--- src/rtl/dds_tone_sched.sv ---
// dds_tone_sched: FIFO-fed symbol-to-tone scheduler driving DDS FWORD/PWORD and keying enable.
// Optional underrun hold with msg_last/underrun ports: define TONE_SCHED_UNDERRUN_HOLD_EN.
module dds_tone_sched #(
  parameter int SYM_W = 2,
  parameter int DEPTH = 16,
  parameter int DUR_W = 24
) (
  input  logic                     clk,
  input  logic                     rst_n,
  input  logic [31:0]              cfg_base,
  input  logic [31:0]              cfg_step,
  input  logic [DUR_W-1:0]         cfg_dur,
  input  logic [15:0]              cfg_pword,
  input  logic                     start,
  input  logic                     abort,
  input  logic [SYM_W-1:0]         sym_data,
  input  logic                     sym_valid,
  output logic                     sym_ready,
  output logic [31:0]              FWORD,
  output logic [15:0]              PWORD,
  output logic                     tx_en,
  output logic                     sym_strobe,
  output logic                     done,
`ifdef TONE_SCHED_UNDERRUN_HOLD_EN
  input  logic                     msg_last,
  output logic                     underrun,
`endif
  output logic [$clog2(DEPTH):0]   fifo_level
);
  localparam int AW = $clog2(DEPTH);
  typedef enum logic [1:0] {IDLE, RUN, END} state_t;
  state_t state, state_n;
  logic [SYM_W-1:0] mem [DEPTH];
  logic [AW:0] wr_ptr, rd_ptr;
  logic [31:0] base_r, step_r, fword_n, tone, base_sel, step_sel;
  logic [DUR_W-1:0] dur_r, cnt, cnt_n, dur_sel, cnt_ld;
  logic [15:0] pword_r;
  logic empty, push, pop, latch, tx_n, strobe_n, done_n;
`ifdef TONE_SCHED_UNDERRUN_HOLD_EN
  logic und_n;
`endif
  assign fifo_level = wr_ptr - rd_ptr;
  assign empty = fifo_level == '0;
  assign sym_ready = fifo_level != (AW+1)'(DEPTH);
  assign push = sym_valid && sym_ready && !abort;
  assign PWORD = tx_en ? pword_r : 16'd0;
  // The first symbol uses the live config, since it is latched on that same edge.
  assign base_sel = state == IDLE ? cfg_base : base_r;
  assign step_sel = state == IDLE ? cfg_step : step_r;
  assign dur_sel = state == IDLE ? cfg_dur : dur_r;
  assign cnt_ld = dur_sel == '0 ? '0 : dur_sel - DUR_W'(1);
  assign tone = base_sel + 32'(mem[rd_ptr[AW-1:0]]) * step_sel;
  always_ff @(posedge clk)
    if (push) mem[wr_ptr[AW-1:0]] <= sym_data;
  always_comb begin
    state_n = state;
    cnt_n = cnt;
    fword_n = FWORD;
    tx_n = tx_en;
    strobe_n = 1'b0;
    done_n = 1'b0;
    pop = 1'b0;
    latch = 1'b0;
`ifdef TONE_SCHED_UNDERRUN_HOLD_EN
    und_n = underrun;
`endif
    if (abort) begin
      state_n = IDLE;
      fword_n = '0;
      tx_n = 1'b0;
    end else if ((state == IDLE && start && !empty) || (state == RUN && cnt == '0 && !empty)) begin
      latch = state == IDLE;
      pop = 1'b1;
      state_n = RUN;
      fword_n = tone;
      cnt_n = cnt_ld;
      tx_n = 1'b1;
      strobe_n = 1'b1;
`ifdef TONE_SCHED_UNDERRUN_HOLD_EN
      und_n = latch ? 1'b0 : underrun;
`endif
    end else if (state == RUN && cnt != '0) begin
      cnt_n = cnt - DUR_W'(1);
`ifdef TONE_SCHED_UNDERRUN_HOLD_EN
    end else if (state == RUN && !msg_last) begin
      und_n = 1'b1;
`endif
    end else if (state == RUN) begin
      state_n = END;
      fword_n = '0;
      tx_n = 1'b0;
      done_n = 1'b1;
    end else if (state == END) begin
      state_n = IDLE;
    end
  end
  always_ff @(posedge clk or negedge rst_n) begin
    if (!rst_n) begin
      state <= IDLE;
      cnt <= '0;
      FWORD <= '0;
      tx_en <= 1'b0;
      sym_strobe <= 1'b0;
      done <= 1'b0;
      base_r <= '0;
      step_r <= '0;
      dur_r <= '0;
      pword_r <= '0;
      wr_ptr <= '0;
      rd_ptr <= '0;
`ifdef TONE_SCHED_UNDERRUN_HOLD_EN
      underrun <= 1'b0;
`endif
    end else begin
      state <= state_n;
      cnt <= cnt_n;
      FWORD <= fword_n;
      tx_en <= tx_n;
      sym_strobe <= strobe_n;
      done <= done_n;
      wr_ptr <= abort ? '0 : wr_ptr + (AW+1)'(push);
      rd_ptr <= abort ? '0 : rd_ptr + (AW+1)'(pop);
`ifdef TONE_SCHED_UNDERRUN_HOLD_EN
      underrun <= und_n;
`endif
      if (latch) begin
        base_r <= cfg_base;
        step_r <= cfg_step;
        dur_r <= cfg_dur;
        pword_r <= cfg_pword;
      end
    end
  end
endmodule

--- config.mk ---
export PLATFORM = sky130hd
export DESIGN_NAME = dds_tone_sched
export DESIGN_NICKNAME = d
export VERILOG_FILES = /design/src/rtl/dds_tone_sched.sv
export SDC_FILE = /design/constraint.sdc
export NUM_CORES = 1
export LEC_CHECK = 0
export BUFFER_PORTS_ARGS = -buffer_cell sky130_fd_sc_hd__buf_2
export CORE_MARGIN = 10
export CORE_UTILIZATION = 25
export DETAILED_ROUTE_END_ITERATION = 10
export SYNTH_ARGS = -nofsm -noshare
export SYNTH_HDL_FRONTEND = slang
export SYNTH_SLANG_ARGS = --single-unit
--- constraint.sdc ---
create_clock -name clk -period 8.2 [get_ports clk]
set_clock_uncertainty 0.1 [all_clocks]
set_input_delay 1.64 -clock clk [delete_from_list [all_inputs] [get_ports clk]]
set_output_delay 1.64 -clock clk [all_outputs]
set_load 0.05 [all_outputs]
After elaboration in Yosys (flattened, before gate mapping). Memories as Yosys holds them, arrays and structs flattened. Cells that the tools add are included.

Flip-flop bits (word level): 175. RAM bits: 32. Input bits: 111. Word-level logic and storage cells: 78. Memories kept: 1.

Memories: mem (words 16, bits a word 2, rd ports 1, clocked after memory_dff 0, wr ports 1, line 33) `logic [SYM_W-1:0] mem [DEPTH];`.

$add $sub $neg: 6. $mul: 1. Equal/unequal tests: 4. Mux-type cells: 32. Bitwise logic cells: 1. Reduce and logical (&&, ||, !) cells: 21.

Operators by type and width (count): 32-bit two-way mux (6); 24-bit two-way mux (4); 24-bit zero test (2); 24-bit by 1-bit subtractor with 24-bit output, second input constant (2); 32-bit adder (1); 2-bit by 32-bit multiplier with 32-bit output (1); 24-bit nonzero test (1); 16-bit two-way mux (1); 1-bit two-way mux (14); 5-bit by 1-bit adder with 5-bit output (2); 2-bit two-way mux (5); 5-bit two-way mux (2); 1-bit logical AND (7); 2-bit AND reduction (3); 5-bit zero test (1); 5-bit != test, second input constant (1); 5-bit subtractor (1); 4-bit nonzero test (1); 3-bit != test, second input constant (1); 3-bit nonzero test (1); 2-bit by 1-bit equality test with 1-bit output, second input constant (1); 2-bit equality test, second input constant (1); 1-bit zero test (2); 2-bit zero test (1); other kinds (3) (3).

Logic depth before layout (Yosys ltp). Gate-level depths: netlist of the first run.

Depth in word-level cells: 9. Mapped depth: 21.

Least setup slack after synthesis of the first run. No wires, ideal clock.

Path type: reg-to-reg. From: register state[1]. To: register FWORD[28]. Arrival: 5.332 ns. Required time: 8.005 ns. Setup slack: 2.672 ns. Stages on the path, launching flop included: 19. Period minus slack after synthesis: 5.528 ns. Cells stage by stage: dfrtp_1 -> buf_2 -> nor2_1 -> clkbuf_1 -> buf_2 -> clkbuf_1 -> buf_1 -> mux2i_1 -> fa_1 -> inv_1 -> ha_1 -> and3_1 -> nor3b_1 -> or3b_2 -> a21oi_1 -> o2111ai_1 -> a2111oi_0 -> nor3_1 -> o31ai_1.

Word-level cells in the longest chain between the ends: 6. Elaborated cells between the ends (all ways): 17. Those cells by class: add/sub: 1; mul: 1; eq/ne: 2; mux: 4; reduce/logical: 9.

Ends and longest elaborated chain: from (decl) (line 32) `state_t state, state_n;`; from (signal assigned) (line 115) `state <= state_n;`; 2-bit zero test or 2-bit by 1-bit equality test with 1-bit output (tied branches); 32-bit two-way mux or 1-bit logical AND (tied branches) (line 49, 71); 2-bit by 32-bit multiplier with 32-bit output or 1-bit logical AND (tied branches) (line 52, 71); 32-bit adder or 1-bit logical OR (tied branches) (line 52, 71); 32-bit two-way mux, or another cell as far along (line 71) `end else if ((state == IDLE && start && !empty) || (state == RUN && cnt == '0 && !empty)) begin`; 32-bit two-way mux or 2-bit AND reduction (tied branches); to (signal assigned) (line 117) `FWORD <= fword_n;`; to (decl) (line 19) `output logic [31:0] FWORD,`.

Parallel ways exist; a longest one is shown, timed or not. A chain may end at the register's enable or synchronous reset.

Final worst setup path of the first run.
From: register rd_ptr[0]. To: register FWORD[28].

Word-level cells in the longest chain between the ends: 7. Elaborated cells between the ends (all ways): 14. Those cells by class: add/sub: 2; mul: 1; eq/ne: 1; mux: 2; reduce/logical: 7; memory: 1.

Ends and longest elaborated chain: from (decl) (line 34) `logic [AW:0] wr_ptr, rd_ptr;`; from (signal assigned) (line 122) `rd_ptr <= abort ? '0 : rd_ptr + (AW+1)'(pop);`; parallel branches: the longest is 7 deep, another holds 2-bit by 32-bit multiplier with 32-bit output.

Several ways; the timed one is not identified.

==> metrics.txt, run 1 <==
Final nets=1636; first-pass GRT wire length=60100 um; CP endpoint kind=flip-flop; initial DRC count=500; Data required, critical path=8.55 ns; Startpoint Class=flip-flop; post-synthesis compound-gate area fraction=10.6%; Hold Crit Class=reg -> reg; via/cell ratio=4.66; post-synth top area share=33.3%; synth unique cells=66; initial antenna violation count=8; Synth Area per Inst=10.1 um2; dpl ws=2.36 ns; DRT Pass-1 Iters=5; Initial Util=25.1%; Seq cells post-synth=207; Num CTS Buffers=27; chip height=249 um; slack of the critical path=2.37 ns; Warnings, synthesis=0; Main synth FF type=dfrtp_1; dpl hpwl=27500 um; core footprint=52300 um2; cells after synthesis=1306; PostCTS Resize Cnt=0; Max Fclk=0.171 GHz; Die X=249 um; synthesis-to-finish area growth=18.6%; clk slew on worst S/H paths=0.06 ns; crit path time final=5.83 ns; Max VDD drop=0.147 mV; sequential area share after synthesis=40.6%; Final setup viols=0; power per cell area=388 nW/um2; Worst-Skew Late Latency=0.56 ns; Root Driver=clkbuf_16; CTS sink cnt=207; CTS Buffer Depth=3; Post-CTS Setup Inserts=0; gr usage total=11.8%; register area=5340 um2; worst-margin pin slew=1.05 ns; fraction of registers with async set/reset=84.5%; vias in the first global route=10347; Lkg Pwr=7.43 nW; CTS tree=done; fin crit share=71.2%; simple-gate portion of the synthesized area=15.6%; largest family of logic cells by synthesized area=multiplexers; Routed WL=37500 um; Mapped Area=13200 um2; setup TNS=0 ns; DR WL/cell=17.4 um; largest net degree at the start of global routing=105; Max-Cap Viols=0; Setup CP Type=reg -> reg; fin. max-slew vios=0; mux share of post-synthesis cell area=16.4%; worst-path maximum fanout=32; Hold Buf Count CTS=0; top cells by area, synth=dfrtp_1 (33%), edfxtp_1 (7.3%), mux2_4 (6.8%); IO Pins=168; Synth Area in XOR/XNOR=3.60%; Antenna Violating Nets Remaining=0; GP Congestion=0.812; Post-Syn Nets=1490; area leader, netlist=dfrtp_1; drt drc=0; share of post-route cells with drive strength above 1=23.9%; fillers=5477; die area=62200 um2; port buffer count=167; deepest level of the CTS H-tree=1; Synth Area in Adders=8.77%; status=complete, no violations; Std-Cell Rows=84; Post-synth EDFFs=32; total grt overflow=0; Multi-input gate area=7260 um2; unrepaired setup endpoints after global routing=false; final hold violations=0; Worst EP arrival=6.18 ns; Slew HR=30.2%; total number of vias=10066
[power by group]
group / internal [mW] / total, mW / switching [mW]
clock network: 0.731 / 1.21 / 0.475
registers: 1.41 / 1.68 / 0.265
logic: 1.33 / 3.16 / 1.83
[logic make-up after synthesis]
family / after synthesis
simple gates: 444
compound gates: 223
flops: 207
mux: 167
buf+inv: 138
fa+ha+maj: 73
xor+xnor: 54
[worst paths after layout]
| kind | start | to | slack (ns) | depth (start not counted) |
|---|---|---|---|---|
| max in group asynchronous | rst_n | rd_ptr[1] | 5.70 | 2 |
| worst max-delay path | rd_ptr[0] | FWORD[28] | 2.37 | 14 |
| min in group asynchronous | rst_n | pword_r[11] | 1.05 | 1 |
| worst min register to register | FWORD[27] | FWORD[27] | 0.37 | 2 |
| worst min-delay path | FWORD[27] | FWORD[27] | 0.37 | 2 |
| worst max register to register | rd_ptr[0] | FWORD[28] | 2.37 | 14 |
[state kept, by name, indices dropped and copies added, names as in the netlist]
name / count
rd_ptr: 5
pword_r: 16
state: 2
FWORD: 32
cnt: 24
dur_r: 24
tx_en: 1
base_r: 32
step_r: 32
mem: 32
sym_strobe: 1
done: 1
wr_ptr: 5
[cells in the final DEF (no fill, tap or decap), drive strengths merged, types with 9 or more instances in the layout]
cell type,instances
nand2b,10
buf,177
and2,21
dfrtp,175
mux2,104
inv,79
ha,41
nor2b,11
o21ai,79
a21oi,47
a211oi,9
nor4,13
fa,32
nand2,214
xor2,26
edfxtp,32
a21o,14
clkbuf,42
mux4,10
mux2i,53
or3,11
nand3,24
xnor2,28
nor3,37
nor2,75
[through the flow]
stage / instance area (um2) / std cells / total power [mW] / utilization, % / hold WS, ns
floorplan: 13200 / 1306 / 4.10 / - / 0.371
global placement: 14700 / 2111 / 4.81 / 28.1 / 0.366
detailed placement: 14700 / 2111 / 4.87 / 28.1 / 0.370
CTS: 15600 / 2160 / 6.13 / 29.8 / 0.383
global route: 15600 / 2160 / 6.54 / 29.8 / 0.407
finish: 15600 / 2161 / 6.05 / 29.8 / 0.373
[layer usage]
layer / share of wire [%] / GRT usage, %
met3: 5.9 / 2.86
met4: 1.8 / 2.42
met1: 44 / 15.2
met5: 0.13 / 0
met2: 48 / 19.6
[cells in the mapped netlist (4+ instances only)]
| cell type | n |
|---|---|
| mux2_2 | 44 |
| or4_1 | 6 |
| o31ai_1 | 8 |
| o211ai_1 | 8 |
| mux2i_1 | 53 |
| mux2_4 | 60 |
| nor2_1 | 75 |
| nor3_1 | 37 |
| inv_1 | 77 |
| a211oi_1 | 9 |
| a31oi_1 | 5 |
| a21o_1 | 14 |
| buf_6 | 7 |
| xor2_1 | 26 |
| o221ai_1 | 4 |
| nand2b_1 | 10 |
| buf_1 | 6 |
| a22oi_1 | 5 |
| a21oi_1 | 47 |
| a22o_1 | 8 |
| ha_1 | 41 |
| mux4_2 | 10 |
| dfrtp_1 | 175 |
| clkbuf_1 | 36 |
| fa_1 | 32 |
| edfxtp_1 | 32 |
| nor3b_1 | 8 |
| nand2_1 | 213 |
| nor2b_1 | 11 |
| a21boi_0 | 7 |
| nand3_1 | 24 |
| xnor2_1 | 28 |
| nor4_1 | 11 |
| o21ai_0 | 79 |
| or3_1 | 9 |
| buf_2 | 11 |
| o21a_1 | 5 |
| and2_1 | 21 |
[critical path: stages (launching register included)]
cell       delay [ns]
dfrtp_1          0.73
mux4_2           0.59
mux4_2           0.81
nand2_1          0.20
fa_1             0.43
inv_1            0.07
ha_1             0.24
and3_1           0.22
nor3b_1          0.18
or3b_2           0.48
a21oi_1          0.33
o2111ai_1        0.29
a2111oi_0        0.67
nor3_1           0.09
o31ai_1          0.26
[cell type report]
class / instances / share of cell area, %
clock inverters: 7 / 0.425
clock buffers: 42 / 5.40
well taps: 688 / 5.52
inverters: 78 / 1.89
multi-input cells: 961 / 46.6
diodes: 1 / 0.0160
repair buffers: 177 / 5.96
flip-flops and latches: 207 / 34.2
Note: power is estimated with default switching activity, not from simulation.
==> run 2: changes to the inputs <==
ABC_AREA = 1   (was default)
clock period = 5.69 ns   (was 8.2 ns; I/O delays follow)
==> metrics.txt, run 2 <==
final hold violations=0 (unchanged); sequential area share after synthesis=38.8% (-1.8 points); status=complete, no violations; Initial Util=25.4% (+0.29 points); Hold Buf Count CTS=0 (unchanged); fin crit share=84.7% (+14 points); Lkg Pwr=8.27 nW (+11%); design area=16100 um2 (+3.2%); worst-path maximum fanout=30 (-6.3%); IO Pins=168 (unchanged); CP endpoint kind=flip-flop; post-synth top area share=31.8% (-1.5 points); vias in the first global route=12580 (+22%); CTS sink cnt=207 (unchanged); initial antenna violation count=1 (-7); drt drc=0 (unchanged); PostCTS Resize Cnt=0 (unchanged); Final nets=2201 (+35%); GP Congestion=0.889 (+9.5%); Std-Cell Rows=85 (+1.2%); Synth Area per Inst=7.30 um2 (-27%); largest net degree at the start of global routing=182 (+73%); cells after synthesis=1884 (+44%); gr usage total=13.1% (+1.3 points); initial DRC count=823 (+65%); fillers=5854 (+6.9%); share of post-route cells with drive strength above 1=13.1% (-11 points); Main synth FF type=dfrtp_1; worst-margin pin slew=1.04 ns (-0.00555 ns); total grt overflow=0 (unchanged); Seq cells post-synth=207 (unchanged); first-pass GRT wire length=68100 um (+13%); setup TNS=0 ns (unchanged); deepest level of the CTS H-tree=1 (unchanged); synthesis-to-finish area growth=17.0%; DP Area=15200 um2 (+3.7%); final core occ=29.7% (-0.056 points); Worst EP arrival=5.14 ns (-1.04 ns); clk slew on worst S/H paths=0.06 ns (about the same); Final setup viols=0 (unchanged); Post-synth EDFFs=32 (unchanged); Warnings, synthesis=0 (unchanged); dpl hpwl=33100 um (+20%); DRT Pass-1 Iters=6 (+1); Max-Cap Viols=0 (unchanged); crit path time final=4.82 ns (-1.02 ns); power per cell area=694 nW/um2 (+79%); Worst-Skew Late Latency=0.55 ns (about the same); count leader, synth=nand2_1; area leader, netlist=dfrtp_1; Num CTS Buffers=26 (-3.7%); Slew HR=30.5% (+0.37 points); most frequent cells in the layout=nand2_1 (509), inv_1 (268), nor2_1 (185); port buffer count=167 (unchanged); synth unique cells=46 (-30%); Post-Syn Nets=2068 (+39%); core footprint=54100 um2 (+3.4%); Max VDD drop=0.330 mV (+120%); Routed WL=42900 um (+14%); Data required, critical path=6.01 ns (-2.54 ns); Setup CP Type=reg -> reg; unrepaired setup endpoints after global routing=false; via/cell ratio=4.55 (-2.3%); fraction of registers with async set/reset=84.5% (unchanged); DR WL/cell=15.7 um (-9.5%); Max Fclk=0.208 GHz (+21%); Synth top cells by count=nand2_1 (509), inv_1 (268), nor2_1 (185); Antenna Violating Nets Remaining=0 (unchanged); Startpoint Class=flip-flop; fin. max-slew vios=0 (unchanged); commonest non-fill, non-tap cell in the layout=nand2_1; Hold Crit Class=reg -> reg; CTS tree=done; CTS Buffer Depth=3 (unchanged); Root Driver=clkbuf_16; Post-CTS Setup Inserts=0 (unchanged); Die X=255 um (+2.1%); total number of vias=12440 (+24%); Mapped Area=13800 um2 (+4.6%); chip height=255 um (+2.1%); diodes inserted=0 (-1); top cells by area, synth=dfrtp_1 (32%), nand2_1 (14%), inv_1 (7.3%); die area=64800 um2 (+4.2%)
## run 2: cell families after synthesis
group,Yosys count,synth area share [%]
buf+inv,353,10.4
simple gates,861,25.9
fa+ha+maj,73,8.38
compound gates,344,13.6
flops,207,38.8
xor+xnor,46,2.93
## run 2: per-stage QoR
stage               std cells  setup slack, ns  hold WS (ns)  total power [mW]
global route             2733            0.371         0.387              12.3
finish                   2733            0.871         0.366              11.2
floorplan                1884             1.61         0.336              7.54
CTS                      2733            0.836         0.370              11.3
global placement         2685            0.984         0.349              9.44
detailed placement       2685            0.857         0.356              9.51
## run 2: layer usage
metal / vias up / wire length, um / GRT usage [%]
met1: 5840 / 18200 / 16.1
met3: 58 / 2230 / 2.18
li1: 6242 / - / -
met5: - / 0 / 0
met4: 0 / 1160 / 3.52
met2: 300 / 21400 / 23.4
## run 2: final timing paths
kind                            from        end  slack, ns  cells after the start
max                        rd_ptr[0]  FWORD[15]       0.87                     20
max reg2reg                rd_ptr[0]  FWORD[15]       0.87                     20
min in group asynchronous      rst_n   dur_r[7]       0.62                      1
min                        dur_r[17]  dur_r[17]       0.37                      2
max in group asynchronous      rst_n  base_r[7]       3.80                      2
min reg2reg                dur_r[17]  dur_r[17]       0.37                      2
## run 2: worst max-delay path, stage by stage, from the launching register on
cell and delay, ns:
dfrtp_1 0.69, inv_1 0.34, nand2_1 0.13, nand3_1 0.07
nand3_1 0.10, nand3_1 0.12, nand2_1 0.11, buf_4 0.29
nand2_1 0.14, fa_1 0.56, inv_1 0.04, ha_1 0.21
fa_1 0.38, nand2_1 0.14, a21oi_1 0.12, a21boi_0 0.33
inv_1 0.12, nand2_1 0.08, nand2_1 0.12, o21ai_0 0.39
nand2_1 0.10
## run 2: final cells by class
cell class / count / area (um2) / share of cell area [%]
flip-flops and latches: 207 / 5340 / 33.2
repair buffers: 182 / 980 / 6.08
well taps: 696 / 871 / 5.41
clock inverters: 16 / 181 / 1.13
inverters: 276 / 1040 / 6.44
multi-input cells: 1324 / 7000 / 43.5
clock buffers: 32 / 694 / 4.31
## run 2: power breakdown
| part | internal [mW] | switching, mW |
|---|---|---|
| combinational | 2.29 | 4.81 |
| clock | 1.04 | 0.683 |
| sequential | 2.00 | 0.353 |
| total | 5.33 | 5.84 |
